**src/rtl/proc_pkg.sv**
```systemverilog
// -----------------------------------------------------------------------------
// proc_pkg
// Shared types and constants for the core's memory-side blocks.
//   arb_resp_t : which requester owns the read data returning next cycle
//   arb_prio_t : current arbitration priority between fetch and data ports
//   ARB_MAX_I_WAIT_DEFAULT : default fetch starvation limit for mem_arbiter
// -----------------------------------------------------------------------------
package proc_pkg;

    typedef enum logic [1:0] {
        RESP_NONE,
        RESP_IM,
        RESP_DM
    } arb_resp_t;

    typedef enum logic {
        DM_PRIO,
        IM_PRIO
    } arb_prio_t;

    localparam int ARB_MAX_I_WAIT_DEFAULT = 4;

    // Width of the fetch starvation counter; limits MAX_I_WAIT to 1..15.
    localparam int ARB_I_WAIT_W = 4;

endpackage

```
**src/rtl/arb_starve_cnt.sv**
```systemverilog
// -----------------------------------------------------------------------------
// arb_starve_cnt
// Fetch starvation guard for mem_arbiter: counts consecutive cycles in which
// fetch requests but is denied, and raises fetch priority once the count
// reaches MAX_I_WAIT. Priority drops back to data as soon as fetch is granted.
//
// Ports
//   clk_i   in   clock
//   rst_i   in   synchronous active-high reset
//   req_i   in   fetch request
//   gnt_i   in   fetch grant
//   prio_o  out  current priority (arb_prio_t encoding)
//
// State | meaning
// ------+---------------------------------------------------------------
// DM_PRIO | data port wins contention; fetch denials are being counted
// IM_PRIO | fetch owed a slot; next fetch request wins, even if stale
// -----------------------------------------------------------------------------
module arb_starve_cnt
    import proc_pkg::*;
#(
    parameter int MAX_I_WAIT = ARB_MAX_I_WAIT_DEFAULT
) (
    input  logic clk_i,
    input  logic rst_i,
    input  logic req_i,
    input  logic gnt_i,
    output logic prio_o
);

    localparam logic [ARB_I_WAIT_W-1:0] MAX_W = ARB_I_WAIT_W'(MAX_I_WAIT);

    logic [ARB_I_WAIT_W-1:0] i_wait_q;
    logic [ARB_I_WAIT_W-1:0] i_wait_d;
    arb_prio_t               prio_q;
    arb_prio_t               prio_d;

    always_comb begin
        i_wait_d = '0;
        prio_d   = prio_q;

        // Only an unbroken run of denials counts; a grant or a dropped
        // request restarts the run.
        if (req_i && !gnt_i) begin
            if (i_wait_q == MAX_W) begin
                i_wait_d = i_wait_q;
            end else begin
                i_wait_d = i_wait_q + {{(ARB_I_WAIT_W-1){1'b0}}, 1'b1};
            end
        end

        // Looking at the next count lets fetch win on the very cycle after
        // its MAX_I_WAIT-th denial.
        case (prio_q)
            DM_PRIO: begin
                if (i_wait_d == MAX_W) begin
                    prio_d = IM_PRIO;
                end
            end
            IM_PRIO: begin
                if (gnt_i) begin
                    prio_d = DM_PRIO;
                end
            end
        endcase
    end

    always_ff @(posedge clk_i) begin
        if (rst_i) begin
            i_wait_q <= '0;
            prio_q   <= DM_PRIO;
        end else begin
            i_wait_q <= i_wait_d;
            prio_q   <= prio_d;
        end
    end

    assign prio_o = prio_q;

endmodule

```
**src/rtl/mem_arbiter.sv**
```systemverilog
// -----------------------------------------------------------------------------
// mem_arbiter
// Shares one synchronous single-ported RAM between the core's instruction
// fetch port (im_*) and data port (dm_*). At most one access is granted per
// cycle; data beats fetch unless fetch has been starved, in which case fetch
// is owed the next slot. Read data returns one cycle after grant and is
// steered to the requester that issued the read. Writes complete at grant.
//
// Ports
//   clk_i, rst_i           clock, synchronous active-high reset
//   im_req_i, im_addr_i    fetch request / byte address
//   im_gnt_o               fetch accepted this cycle
//   im_rvalid_o, im_rdata_o fetch data return (rdata is 0 when not valid)
//   dm_req_i, dm_we_i,     data request, byte enables (0 = read),
//   dm_addr_i, dm_wdata_i  byte address and store data
//   dm_gnt_o               data access accepted this cycle
//   dm_rvalid_o, dm_rdata_o load data return (rdata is 0 when not valid)
//   mem_en_o, mem_we_o,    RAM strobe, byte enables,
//   mem_addr_o, mem_wdata_o word address and write data
//   mem_rdata_i            RAM read data, valid the cycle after a read strobe
// -----------------------------------------------------------------------------
module mem_arbiter
    import proc_pkg::*;
#(
    parameter int ADDR_W     = 32,
    parameter int DATA_W     = 32,
    parameter int MAX_I_WAIT = ARB_MAX_I_WAIT_DEFAULT
) (
    input  logic                clk_i,
    input  logic                rst_i,

    input  logic                im_req_i,
    input  logic [ADDR_W-1:0]   im_addr_i,
    output logic                im_gnt_o,
    output logic                im_rvalid_o,
    output logic [DATA_W-1:0]   im_rdata_o,

    input  logic                dm_req_i,
    input  logic [DATA_W/8-1:0] dm_we_i,
    input  logic [ADDR_W-1:0]   dm_addr_i,
    input  logic [DATA_W-1:0]   dm_wdata_i,
    output logic                dm_gnt_o,
    output logic                dm_rvalid_o,
    output logic [DATA_W-1:0]   dm_rdata_o,

    output logic                mem_en_o,
    output logic [DATA_W/8-1:0] mem_we_o,
    output logic [ADDR_W-3:0]   mem_addr_o,
    output logic [DATA_W-1:0]   mem_wdata_o,
    input  logic [DATA_W-1:0]   mem_rdata_i
);

    logic      prio;
    logic      im_win;
    logic      dm_win;
    arb_resp_t resp_own_q;
    arb_resp_t resp_own_d;

    // Byte offsets never reach the RAM; alignment is the requester's job.
    logic addr_lsb_unused;
    assign addr_lsb_unused = ^{im_addr_i[1:0], dm_addr_i[1:0]};

    arb_starve_cnt #(
        .MAX_I_WAIT (MAX_I_WAIT)
    ) u_starve (
        .clk_i  (clk_i),
        .rst_i  (rst_i),
        .req_i  (im_req_i),
        .gnt_i  (im_gnt_o),
        .prio_o (prio)
    );

    // Grant and RAM drive. Grants are held off during reset so nothing
    // reaches the RAM while the arbiter state is being cleared.
    always_comb begin
        im_win      = im_req_i && (!dm_req_i || (prio == IM_PRIO));
        dm_win      = dm_req_i && !im_win;

        im_gnt_o    = 1'b0;
        dm_gnt_o    = 1'b0;
        mem_en_o    = 1'b0;
        mem_we_o    = '0;
        mem_addr_o  = '0;
        mem_wdata_o = '0;

        if (!rst_i) begin
            if (im_win) begin
                im_gnt_o   = 1'b1;
                mem_en_o   = 1'b1;
                mem_addr_o = im_addr_i[ADDR_W-1:2];
            end else if (dm_win) begin
                dm_gnt_o    = 1'b1;
                mem_en_o    = 1'b1;
                mem_we_o    = dm_we_i;
                mem_addr_o  = dm_addr_i[ADDR_W-1:2];
                mem_wdata_o = dm_wdata_i;
            end
        end
    end

    // Remember who owns next cycle's RAM read data. Stores return nothing.
    always_comb begin
        resp_own_d = RESP_NONE;
        if (im_gnt_o) begin
            resp_own_d = RESP_IM;
        end else if (dm_gnt_o && (dm_we_i == '0)) begin
            resp_own_d = RESP_DM;
        end
    end

    always_ff @(posedge clk_i) begin
        if (rst_i) begin
            resp_own_q <= RESP_NONE;
        end else begin
            resp_own_q <= resp_own_d;
        end
    end

    // Each requester sees zeros unless the returning word is its own.
    always_comb begin
        im_rvalid_o = (resp_own_q == RESP_IM);
        dm_rvalid_o = (resp_own_q == RESP_DM);
        im_rdata_o  = im_rvalid_o ? mem_rdata_i : '0;
        dm_rdata_o  = dm_rvalid_o ? mem_rdata_i : '0;
    end

endmodule
```
**config.mk**
```make
export PLATFORM = sky130hd
export DESIGN_NAME = mem_arbiter
export DESIGN_NICKNAME = d
export VERILOG_FILES = /design/src/rtl/proc_pkg.sv /design/src/rtl/arb_starve_cnt.sv /design/src/rtl/mem_arbiter.sv
export SDC_FILE = /design/constraint.sdc
export NUM_CORES = 1
export LEC_CHECK = 0
export ABC_AREA = 1
export BUFFER_PORTS_ARGS = -buffer_cell sky130_fd_sc_hd__buf_2
export CAP_MARGIN = 20
export CORE_AREA = 2 2 106 108
export DETAILED_ROUTE_END_ITERATION = 8
export DIE_AREA = 0 0 108 110
export PLACE_DENSITY = 0.49
export SLEW_MARGIN = 20
export SYNTH_ARGS = -nofsm -noshare
export SYNTH_HDL_FRONTEND = slang
export SYNTH_SLANG_ARGS = --single-unit
```
**constraint.sdc**
```tcl
create_clock -name clk_i -period 1.7 [get_ports clk_i]
set_clock_uncertainty 0.2 [all_clocks]
set_input_delay 0.34 -clock clk_i [delete_from_list [all_inputs] [get_ports clk_i]]
set_output_delay 0.34 -clock clk_i [all_outputs]
set_load 0.1 [all_outputs]
```
==> out/results.tsv <==
stage	metric	value	unit
job	maxcap violations	0	
pwr	sequential power share	7.3	%
min_path	hold depth	2	
pwr	power per standard cell area	343	nW/um^2
floorplan	total core area	10700	sq um
logic_synthesis	syn_area_per_cell	6.15	sq um
placed_design	RePlAce Congestion	0.771	
global_routing	GR Util All Layers	16.4	%
sta	Hold Violations, Final	0	
floorplan	Die X	108	um
worst_setup_path	Req. time, crit path	1.16	ns
floorplan	Die Ht	110	um
detailed_routing	vias per cell	4.07	
worst_setup_path	critical path's top delay family	buffers and inverters	
logic_synthesis	ranking of synthesized cells by area	nor2_4 (20%), inv_1 (17%), nor2_1 (17%)	
worst_setup_path	Crit. End Element	output port	
worst_setup_path	Worst path max stage delay	0.33	ns
placed_design	dpl ws	-0.289	ns
detailed_routing	TritonRoute pass-1 iters	4	
clock_tree	CTS tree	done	
worst_setup_path	WP data arrival	1.54	ns
clock_tree	Clk Latency, worst-skew pair	0.22	ns
min_path	WHS Endpoint	resp_own_q[1]	
pwr	clock share of power	9.9	%
sta	crit path time final	2.08	ns
worst_setup_path	R2R cell count	9	
sta	RSZ-0062 raised after global routing	yes	
worst_setup_path	critical setup path kind	reg2out	
global_routing	first-pass GRT wire length	15600	um
sta	Slew Limit Fails	0	
global_routing	largest net degree at the start of global routing	14	
cells_and_area	most frequent cells in the layout	buf_12 (150), buf_2 (131), nor2_4 (101)	
logic_synthesis	Synth Cell Area	1680	sq um
detailed_routing	Iter 0 DRT Violations	71	
worst_setup_path	r2r startpoint	u_starve.prio_o	
run_status	status	complete, but fails checks	
cells_and_area	commonest non-fill, non-tap cell in the layout	buf_12	
detailed_routing	mean routed wirelength per cell	14.2	um
clock_tree	clock buffer depth	2	
placed_design	number of port buffers	266	
run_status	failing checks	negative setup slack	
pwr	Net Sw Frac	54.1	%
clock_tree	clk sinks	7	
detailed_routing	Routed Antenna Nets	0	
min_path	hold_sp	dm_we_i[3]	
pwr	total power	0.00231	W
sta	Final WS setup	-0.379	ns
pwr	Gate power share	82.8	%
cells_and_area	Layout Cells excl Fill	718	
clock_tree	cts hold-fix bufs	0	
floorplan	die area	11900	sq um
worst_setup_path	startpoint types	register	
pwr	P_sw	0.00125	W
sta	# setup viols final	133	
clock_tree	CTS buffer count	3	
cells_and_area	ANT cells	0	
logic_synthesis	Distinct cells, synth	19	
global_routing	grt ovf	0	
floorplan	row count	38	
min_path	Tightest Hold Check Type	in2reg	
global_routing	initial antenna violation count	0	
clock_tree	CTS root buf	clkbuf_8	
floorplan	initial core utilization	15.7	%
sta	fmax	0.481	GHz
cells_and_area	share of layout cells above drive strength 1	81.1	%
pwr	leakage power	3.12	nW
clock_tree	H-tree Lvls	1	
global_routing	vias in the first global route	3006	
logic_synthesis	syn nets	411	
placed_design	dpl cells	694	
detailed_routing	Detailed Route WL	10200	um
detailed_routing	vias after detailed routing	2919	
logic_synthesis	area fraction of the dominant cell type after synthesis	20.1	%
logic_synthesis	leading area contributor after synthesis	nor2_4	
sta	Final period util	122	%
placed_design	Post-DP HPWL	8920	um
pwr	Internal	0.00106	W
floorplan	Ports	271	
worst_setup_path	crit-path max FO	6	
logic_synthesis	synth warn	0	
worst_setup_path	CP Cell Sequence	inv_2 -> a21oi_4 -> nor2_2 -> nand2_4 -> inv_8 -> clkbuf_16 -> a22o_4 -> buf_12	
sta	Worst-Margin Slew	0.250	ns
worst_setup_path	R2R Setup Slk	0.13	ns
worst_setup_path	slowest CP cell	dfxtp_2	
detailed_routing	Post-route DRC	0	
sta	headroom to the max-slew limit	83.2	%
worst_setup_path	Reg-to-Reg End	u_starve.prio_o	
logic_synthesis	FF+latch count, synth	7	
clock_tree	CTS clock-pin slew for the worst setup and hold paths	0.04	ns
logic_synthesis	Seq/Total Area, Yosys	8.35	%
cells_and_area	Layout area overhead	301	%
cells_and_area	Net count, final	717	
worst_setup_path	worst path buffer plus inverter count	4	
pwr	VDD IR max	0.000248	V
logic_synthesis	Post-Syn Instances	273	
cells_and_area	final core occ	62.9	%
power groups by stage:
stage / Combinational [W] / Clock, W / Sequential, W
5_1_grt: 0.00198 / 0.000253 / 0.000170
3_3_place_gp: 0.00184 / 0 / 0.000173
3_5_place_dp: 0.00186 / 0 / 0.000173
6_report: 0.00191 / 0.000228 / 0.000170
2_1_floorplan: 0.00115 / 0 / 0.000172
4_1_cts: 0.00191 / 0.000234 / 0.000170
per-stage QoR:
stage	cell area, sq um	hold WS, ns	TNS [ns]
after global routing	6730	0.116	-40.83
after floorplan	2620	0.202	-32.04
final	6730	0.111	-32.61
after global placement	6280	0.256	-16.21
after CTS	6620	0.118	-31.64
after detailed placement	6280	0.267	-16.77
worst max path at each step:
stage	startpoint	end	slack, ns	cells past startpoint
6_report	u_starve.prio_o	mem_addr_o[9]	-0.38	8
5_1_grt	u_starve.prio_o	mem_wdata_o[10]	-0.44	8
4_1_cts	u_starve.prio_o	mem_wdata_o[10]	-0.37	8
3_5_place_dp	im_req_i	mem_wdata_o[10]	-0.29	9
3_3_place_gp	im_req_i	mem_wdata_o[4]	-0.28	9
2_1_floorplan	resp_own_q[1]	dm_rdata_o[10]	-0.59	5
state kept, by name, summed over array words and instances, names as in the netlist:
signal,flops
u_starve.i_wait_q,4
resp_own_q,2
u_starve.prio_o,1
repair_timing:
| action | 4_1_cts | 5_1_grt |
|---|---|---|
| cloned | 5 | 2 |
| gates resized for setup | 25 | 9 |
| pin swaps | 10 | 4 |
| endpoints found under the setup margin | 131 | 133 |
| buffers inserted | 9 | 5 |
routing by layer:
| layer | up-vias | routed length [um] | track usage, % |
|---|---|---|---|
| li1 | 1425 | - | - |
| met1 | 1314 | 3080 | 15.9 |
| met2 | 174 | 5900 | 34.2 |
| met3 | 6 | 1170 | 5.11 |
| met4 | 0 | 80 | 2.66 |
| met5 | - | 0 | 0 |
synth_stat cells (all sizes together):
library cell and number:
inv 84, nand3 4, nor4 4, nand2 14, nor3 1, nor2 105
a22o 30, ha 2, clkbuf 6, nand4 2, a21oi 4, dfxtp 7
buf 10
area by class of cell:
type | instances | area [sq um]
Sequential cell | 7 | 146
Multi-Input combinational cell | 166 | 1890
Timing Repair Buffer | 317 | 4120
Fill cell | 823 | 3970
Tap cell | 140 | 175
Inverter | 84 | 354
Clock buffer | 4 | 45.0
kinds of logic after synthesis:
family                   after synthesis  synth area share [%]
buffers and inverters                100                  28.4
AO/OA/AOI/OAI                         34                  17.5
AND/OR/NAND/NOR                      130                  44.2
flip-flops                             7                  8.35
adder cells (fa/ha/maj)                2                  1.49
No activity file was read; power rests on OpenSTA's default activity.
